**config.mk**
```make
export PLATFORM = sky130hd
export DESIGN_NAME = joypad_port
export DESIGN_NICKNAME = d
export VERILOG_FILES = /design/src/rtl/joypad_port_pkg.sv /design/src/rtl/joypad_shift.sv /design/src/rtl/joypad_port.sv
export SDC_FILE = /design/constraint.sdc
export NUM_CORES = 1
export LEC_CHECK = 0
export CAP_MARGIN = 10
export CORE_ASPECT_RATIO = 0.8
export CORE_MARGIN = 1.5
export CORE_UTILIZATION = 30
export CTS_CLUSTER_SIZE = 14
export DETAILED_ROUTE_END_ITERATION = 12
export MAX_ROUTING_LAYER = met4
export PLACE_DENSITY = 0.5
export SYNTH_ARGS = -nofsm -noshare
export SYNTH_HDL_FRONTEND = slang
export SYNTH_SLANG_ARGS = --single-unit
```
**constraint.sdc**
```tcl
create_clock -name clock -period 2.5 [get_ports clock]
set_clock_uncertainty 0.15 [all_clocks]
set_input_delay 0.25 -clock clock [delete_from_list [all_inputs] [get_ports clock]]
set_output_delay 0.25 -clock clock [all_outputs]
set_load 0.005 [all_outputs]
```
**src/rtl/joypad_port_pkg.sv**
```systemverilog
// Shared constants for the controller port block.
//   btn_idx_e        : bit positions of each button in the parallel button word
//   OPEN_BUS_DEFAULT : default value for data_out[7:5] during a port read.
//                      A read of $4016/$4017 leaves the upper address byte ($40)
//                      on these bits, so the default is 3'b010.
package joypad_port_pkg;

    typedef enum int unsigned {
        BTN_A      = 0,
        BTN_B      = 1,
        BTN_SELECT = 2,
        BTN_START  = 3,
        BTN_UP     = 4,
        BTN_DOWN   = 5,
        BTN_LEFT   = 6,
        BTN_RIGHT  = 7
    } btn_idx_e;

    localparam logic [2:0] OPEN_BUS_DEFAULT = 3'b010;

endpackage

```
**src/rtl/joypad_shift.sv**
```systemverilog
// One controller port. This models a 4021-style 8-bit parallel-in/serial-out
// shift register, together with its button synchronizer, its read-strobe
// edge detect and its load/shift priority logic.
//   clock, nreset : system clock and asynchronous active-low reset
//   strobe        : controller latch level. While it is high the register
//                   reloads on every cycle.
//   rd_n          : active-low read strobe for this port
//   buttons       : raw parallel button states, active-high
//   ser_bit       : serial bit currently presented to the CPU
module joypad_shift
    import joypad_port_pkg::*;
#(
    parameter int SYNC_STAGES = 2
) (
    input  logic       clock,
    input  logic       nreset,
    input  logic       strobe,
    input  logic       rd_n,
    input  logic [7:0] buttons,
    output logic       ser_bit
);

    logic [SYNC_STAGES-1:0][7:0] sync_q, sync_d;
    logic [7:0]                  shift_q, shift_d;
    logic                        prev_rd_n_q, prev_rd_n_d;
    logic [7:0]                  btn_sync;
    logic                        shift_evt;

    assign btn_sync = sync_q[SYNC_STAGES-1];

    // The access ends when the strobe returns high. Triggering the shift on
    // this edge gives one shift per access, however long the read lasts.
    assign shift_evt = ~prev_rd_n_q & rd_n;

    always_comb begin
        sync_d    = sync_q;
        sync_d[0] = buttons;
        for (int i = 1; i < SYNC_STAGES; i++)
            sync_d[i] = sync_q[i-1];

        prev_rd_n_d = rd_n;

        // When the latch and a shift arrive together, the latch wins.
        shift_d = shift_q;
        if (strobe)
            shift_d = btn_sync;
        else if (shift_evt)
            shift_d = {1'b1, shift_q[7:1]};
    end

    always_ff @(posedge clock or negedge nreset) begin
        if (!nreset) begin
            sync_q      <= '0;
            shift_q     <= 8'hFF;
            prev_rd_n_q <= 1'b1;
        end else begin
            sync_q      <= sync_d;
            shift_q     <= shift_d;
            prev_rd_n_q <= prev_rd_n_d;
        end
    end

    // While latched, the 4021 output follows the live A button.
    assign ser_bit = strobe ? btn_sync[BTN_A] : shift_q[0];

endmodule

```
**src/rtl/joypad_port.sv**
```systemverilog
// CPU-bus responder for the two standard controller ports.
//   clock, nreset            : system clock, asynchronous active-low reset
//   naddr4016r / naddr4017r  : active-low read strobes for port 1 / port 2
//   addr4016w[2:0]           : latched $4016 write bits. Only bit0 (the strobe)
//                              is used.
//   buttons_p1 / buttons_p2  : parallel button states, active-high
//   data_out[7:0], data_oe   : read data to the CPU, and its valid flag
module joypad_port
    import joypad_port_pkg::*;
#(
    parameter int         SYNC_STAGES = 2,
    parameter logic [2:0] OPEN_BUS    = OPEN_BUS_DEFAULT
) (
    input  logic       clock,
    input  logic       nreset,
    input  logic       naddr4016r,
    input  logic       naddr4017r,
    input  logic [2:0] addr4016w,
    input  logic [7:0] buttons_p1,
    input  logic [7:0] buttons_p2,
    output logic [7:0] data_out,
    output logic       data_oe
);

    logic ser_p1, ser_p2;
    logic unused_wr_bits;

    // Bits 2:1 of the $4016 write have no function on the standard ports.
    assign unused_wr_bits = ^addr4016w[2:1];

    joypad_shift #(.SYNC_STAGES(SYNC_STAGES)) u_port1 (
        .clock   (clock),
        .nreset  (nreset),
        .strobe  (addr4016w[0]),
        .rd_n    (naddr4016r),
        .buttons (buttons_p1),
        .ser_bit (ser_p1)
    );

    joypad_shift #(.SYNC_STAGES(SYNC_STAGES)) u_port2 (
        .clock   (clock),
        .nreset  (nreset),
        .strobe  (addr4016w[0]),
        .rd_n    (naddr4017r),
        .buttons (buttons_p2),
        .ser_bit (ser_p2)
    );

    // When both strobes are low, port 1 takes priority.
    always_comb begin
        data_out = 8'h00;
        data_oe  = 1'b0;
        if (!naddr4016r) begin
            data_out = {OPEN_BUS, 4'b0000, ser_p1};
            data_oe  = 1'b1;
        end else if (!naddr4017r) begin
            data_out = {OPEN_BUS, 4'b0000, ser_p2};
            data_oe  = 1'b1;
        end
    end

endmodule

```
==> results.toml, run 1 <==
[run_status]
status = "completed"

[layout]
final_core_util = 0.378
insertedDiodeCount = 0
drive_gt1_frac = 0.221
syn2layout_area_growth_pct = 20.9
layout_commonest_cell = "dfrtp_1"
fill_cells = 569
multiInputGateArea_um2 = 482
final_cell_mix = "dfrtp_1, clkdlybuf4s50_1, dfstp_2"
nets = 171
seqCellArea_um2 = 1270

[routing]
top_layer = "met4"
num_vias = 1017
vias_per_cell = 4.42
wl_met1_mm = 1.28
wl_per_cell_um = 12.7
drt-pass1-iter-count = 4
wirelength_mm = 2.91
wl_met3_um = 105
drcViolationCount = 0
wl_met2_mm = 1.44
antenna_left = 0
drt_iter0_drc = 40

[cts]
cts_tree = "done"
path_clk_slew_ps = 80
cts_made_buffers = 5
cts_resized = 0
htree_levels = 2
clockBufferDepth = 2
cts_root_buf = "clkbuf_8"
clock_sinks = 50
clock_insertion_delay_worst_skew_ps = 300

[floorplanning]
ioPinCount = 32
die_x_um = 90.7
fp.dieH_um = 73.2
core_um2 = 5910
start_util = 0.312
die-area_um2 = 6640
num_rows = 25

[pwr]
p_per_area_nw_per_um2 = 681
irDropWorstVdd_v = 0.000240
p_leak_uw = 0.000921
power.total_uw = 1520

[yosys]
synth_seq_cells = 50
netlist_instances = 121
yosys_warnings = 0
syn_area_um2 = 1850
avgSynthCellArea_um2 = 15.3
synth_cell_type_count = 16
ys_seq_area_frac = 0.690

[worst_setup_path]
startpoint = "addr4016w[0]"
crit_cells = 4
critPathCaptureType = "primary output"
r2r_end = "u_port1.shift_q[5]$_DFFE_PN1P_"
timing.rr.start = "u_port1.prev_rd_n_q$_DFF_PN1_"
critPathKind = "primary input to primary output"
cp_cell_sequence = "clkdlybuf4s50_1 > mux2i_1 > o22ai_1 > clkdlybuf4s50_1"
crit_slowest_cell = "clkdlybuf4s50_1"
regToRegSetupSlack_ps = 1120
reg2regPathDepth = 2
cp-start-kind = "primary input"
setup.worst_path.end = "data_out[0]"
critPathArrivalTime_ps = 1670
critPathTopFamily = "buffers and inverters"
path_common_cell = "clkdlybuf4s50_1"
max_stage_delay_ps = 590
cp.required_ps = 2100
critical_path_peak_fanout = 4
cp_num_buf_inv = 2

[grt]
grtUsageTotal = 0.104
antenna_found_initial = 0
grt_pass1_vias = 1106
overflow = 0
grt_max_degree = 39
grt_first_pass_wirelength_mm = 5.08

[timing]
max_freq_mhz = 483
setup_violations = 0
hold_viol = 0
rsz0062_at_grt = "no"
timing.final.crit_share = 0.828
fin_crit_ps = 2070
slew_viol_final = 0
fin_tns_setup_ps = 0

[min_path]
hold_class = "primary input to asynchronous set/reset pin"

[placed_design]
dp_hpwl_mm = 2.01
finalWeightedCongestion = 0.753
io_buffers = 23

[flow_run]
maxCapViolations = 0
-- state kept, by name, summed over array words and instances (netlist names) --
signal / count
u_port1.prev_rd_n_q: 1
u_port2.shift_q: 8
u_port1.btn_sync: 8
u_port1.shift_q: 8
u_port1.sync_d: 8
u_port2.btn_sync: 8
u_port2.sync_d: 8
u_port2.prev_rd_n_q: 1
-- metal layers --
| metal | track usage | up-vias |
|---|---|---|
| li1 | - | 473 |
| met1 | 0.118 | 508 |
| met2 | 0.167 | 28 |
| met3 | 0.0219 | 8 |
| met4 | 0.0688 | 0 |
| met5 | - | - |
-- synthesized netlist by cell type --
cell,number,share of area
a21oi_1,2,0.0054
a221o_1,14,0.076
and4bb_1,5,0.034
buf_2,4,0.011
buf_4,9,0.037
buf_6,2,0.012
conb_1,1,0.0020
dfrtp_1,32,0.43
dfstp_2,18,0.26
mux2i_1,2,0.011
nand2_1,1,0.0020
nand2b_1,3,0.010
nor2_1,2,0.0041
nor2b_1,16,0.054
nor4bb_1,9,0.049
o22ai_1,1,0.0034
-- repair_timing --
action / CTS / global route
endpoints found under the hold margin: 30 / 0
hold buffers: 1 / 0
buffers inserted: 0 / 0
endpoints found under the setup margin: 0 / 0
-- worst min-delay path by stage --
stage               startpoint                            end  slack (ps)  cells after the start
floorplan               nreset  u_port1.btn_sync[0]$_DFF_PN0_        -200                      0
global placement        nreset   u_port2.sync_d[13]$_DFF_PN0_         -40                      1
detailed placement      nreset   u_port2.sync_d[13]$_DFF_PN0_         -30                      1
CTS                     nreset   u_port2.sync_d[13]$_DFF_PN0_         170                      2
global route            nreset   u_port2.sync_d[13]$_DFF_PN0_         190                      2
finish                  nreset   u_port2.sync_d[13]$_DFF_PN0_         180                      2
-- where the power goes --
part	internal, uW	switching, uW	leakage (uW)
logic	84.3	59.0	0.000312
clock network	222	247	0.0000472
registers	883	23.5	0.000562
-- area by class of cell --
class,instances,area share
clock inverters,2,0.00561
flip-flops and latches,50,0.571
multi-input cells,61,0.216
clock buffers,6,0.0370
well taps,81,0.0454
repair buffers,30,0.126
-- cells by family (layout without fill, tap and decap cells) --
kind of cell,count (synthesis),in the layout,share of synthesized area
AND/OR/NAND/NOR,36,36,0.153
multiplexers,2,2,0.0108
AO/OA/AOI/OAI,17,17,0.0847
other,1,6,0.00203
buffers and inverters,15,38,0.0596
flip-flops,50,50,0.690
-- metrics by stage --
| stage | setup WS, ps | cell area (um2) | cells | hold slack [ps] |
|---|---|---|---|---|
| final | 431 | 2230 | 230 | 176 |
| after global routing | 362 | 2230 | 230 | 193 |
| after CTS | 420 | 2230 | 230 | 173 |
| after detailed placement | 421 | 2130 | 221 | -32.3 |
| after global placement | 417 | 2130 | 221 | -36.0 |
| after floorplan | 1260 | 1870 | 126 | -196 |
(Power assumes the default switching activity.)
==> inputs of run 2 (changes only) <==
==> constraint.sdc (replaced) <==
create_clock -name clock -period 2.06 [get_ports clock]
set_clock_uncertainty 0.15 [all_clocks]
set_input_delay 0.206 -clock clock [delete_from_list [all_inputs] [get_ports clock]]
set_output_delay 0.206 -clock clock [all_outputs]
set_load 0.005 [all_outputs]
==> run 2 against run 1 <==
Compared with the run above: power grew 28%; sequential power grew 21%; hold slack gained 11 ps; non-clock buffer count shrank 1; final area grew 0.90%; clock-buffer cell count is the same; combinational power grew 22%; sequential share of layout area shrank 0.51 points; clock power grew 42%; via count shrank 4.0%; first-iteration DRC count shrank 20%.
==> results.toml, run 2 (synthesized netlist as in run 1, its figures left out) <==
[run_status]
status = "completed"

[cts]
post-cts-setup-buffers = 0
cts_root_buf = "clkbuf_8"
cts_made_buffers = 5
htree_levels = 2
clock_sinks = 50
clock_insertion_delay_worst_skew_ps = 290
cts_tree = "done"
path_clk_slew_ps = 90
clockBufferDepth = 2

[worst_setup_path]
critPathKind = "primary input to primary output"
regToRegSetupSlack_ps = 710
startpoint = "addr4016w[0]"
critPathArrivalTime_ps = 1610
cp.required_ps = 1700
reg2regPathDepth = 2
r2r_end = "u_port1.shift_q[6]$_DFFE_PN1P_"
critical_path_peak_fanout = 4
critPathCaptureType = "primary output"
timing.rr.start = "u_port1.prev_rd_n_q$_DFF_PN1_"
cp-start-kind = "primary input"

[layout]
drive_gt1_frac = 0.209
layout_commonest_cell = "dfrtp_1"
nets = 170
syn2layout_area_growth_pct = 22.0
final_core_util = 0.381
final_cell_mix = "dfrtp_1, clkdlybuf4s50_1, dfstp_2"
insertedDiodeCount = 0

[grt]
antenna_found_initial = 0
grt_pass1_vias = 1006
grt_first_pass_wirelength_mm = 4.99
overflow = 0
grt_max_degree = 39
grtUsageTotal = 0.0998

[routing]
wl_per_cell_um = 12.7
drt_iter0_drc = 32
drt-pass1-iter-count = 4
vias_per_cell = 4.26
num_vias = 976
antenna_left = 0
wirelength_mm = 2.90
drcViolationCount = 0

[pwr]
irDropWorstVdd_v = 0.000262
p_leak_uw = 0.000925
p_per_area_nw_per_um2 = 862

[timing]
fin_tns_setup_ps = 0
hold_viol = 0
timing.final.crit_share = 0.955
max_freq_mhz = 508
fin_crit_ps = 1970
slew_viol_final = 0
slew_headroom = 0.584
tightest_slew_ps = 624
setup_violations = 0
rsz0062_at_grt = "no"

[floorplanning]
num_rows = 25
ioPinCount = 32
start_util = 0.312
die_x_um = 90.7
core_um2 = 5910
fp.dieH_um = 73.2
die-area_um2 = 6640

[min_path]
hp-start = "buttons_p2[7]"
hold_depth = 1
hold_class = "primary input to flip-flop"
hold_end = "u_port2.sync_d[15]$_DFF_PN0_"

[placed_design]
io_buffers = 23
dp_hpwl_mm = 1.85
finalWeightedCongestion = 0.718

[flow_run]
maxCapViolations = 0
## run 2: final cells by class
class	instances	area [um2]
Fill cell	564	3660
Sequential cell	50	1270
Multi-Input combinational cell	61	482
Timing Repair Buffer	29	285
Tap cell	81	101
Clock buffer	6	72.6
Clock inverter	2	37.5
## run 2: report_power, final
part           leakage, uW  switching, uW  internal (uW)
clock            0.0000514            306            362
combinational     0.000312           71.6            104
sequential        0.000562           27.4           1070
## run 2: metrics by stage
step	total power (uW)	cells	hold WS [ps]	cell area, um2	setup WS, ps
5_1_grt	2040	229	165	2250	45.0
4_1_cts	1970	229	179	2250	83.7
3_3_place_gp	1290	220	101	2130	77.6
2_1_floorplan	1210	126	-240	1870	824
3_5_place_dp	1290	220	111	2130	83.1
6_report	1940	229	187	2250	92.7
## run 2: worst max path at each step
stage	end	slack [ps]	cells past startpoint
finish	data_out[0]	90	4
global route	data_out[0]	50	3
CTS	data_out[0]	80	4
detailed placement	data_out[0]	80	4
global placement	data_out[0]	80	4
floorplan	u_port2.shift_q[2]$_DFFE_PN1P_	820	2
## run 2: repair_timing
action | CTS | global route
hold buffers | 1 | 0
endpoints found under the setup margin | 0 | 0
hold endpoints to repair | 16 | 0
resized for setup | 0 | 0
## run 2: critical path, cell delays in order
cell and delay [ps]:
clkdlybuf4s50_1 580, mux2i_1 100, o22ai_1 200, clkdlybuf4s50_1 530
## run 2: per-layer routing
layer,share of wire,up-vias,wire length [um],track usage
met5,0,-,0,-
met4,0.019,0,55,0.0423
met3,0.026,6,75,0.0250
met2,0.47,19,1370,0.152
met1,0.48,481,1400,0.128
li1,-,470,-,-
==> inputs of run 3 (changes only) <==
--- a/config.mk
+++ b/config.mk
@@ -9,7 +9,7 @@
 export CORE_ASPECT_RATIO = 0.8
 export CORE_MARGIN = 1.5
 export CORE_UTILIZATION = 30
-export CTS_CLUSTER_SIZE = 14
+export CTS_CLUSTER_SIZE = 28
 export DETAILED_ROUTE_END_ITERATION = 12
 export MAX_ROUTING_LAYER = met4
 export PLACE_DENSITY = 0.5
==> results of run 3 <==
Final layout, timing and power as in run 2 (identical DEF).
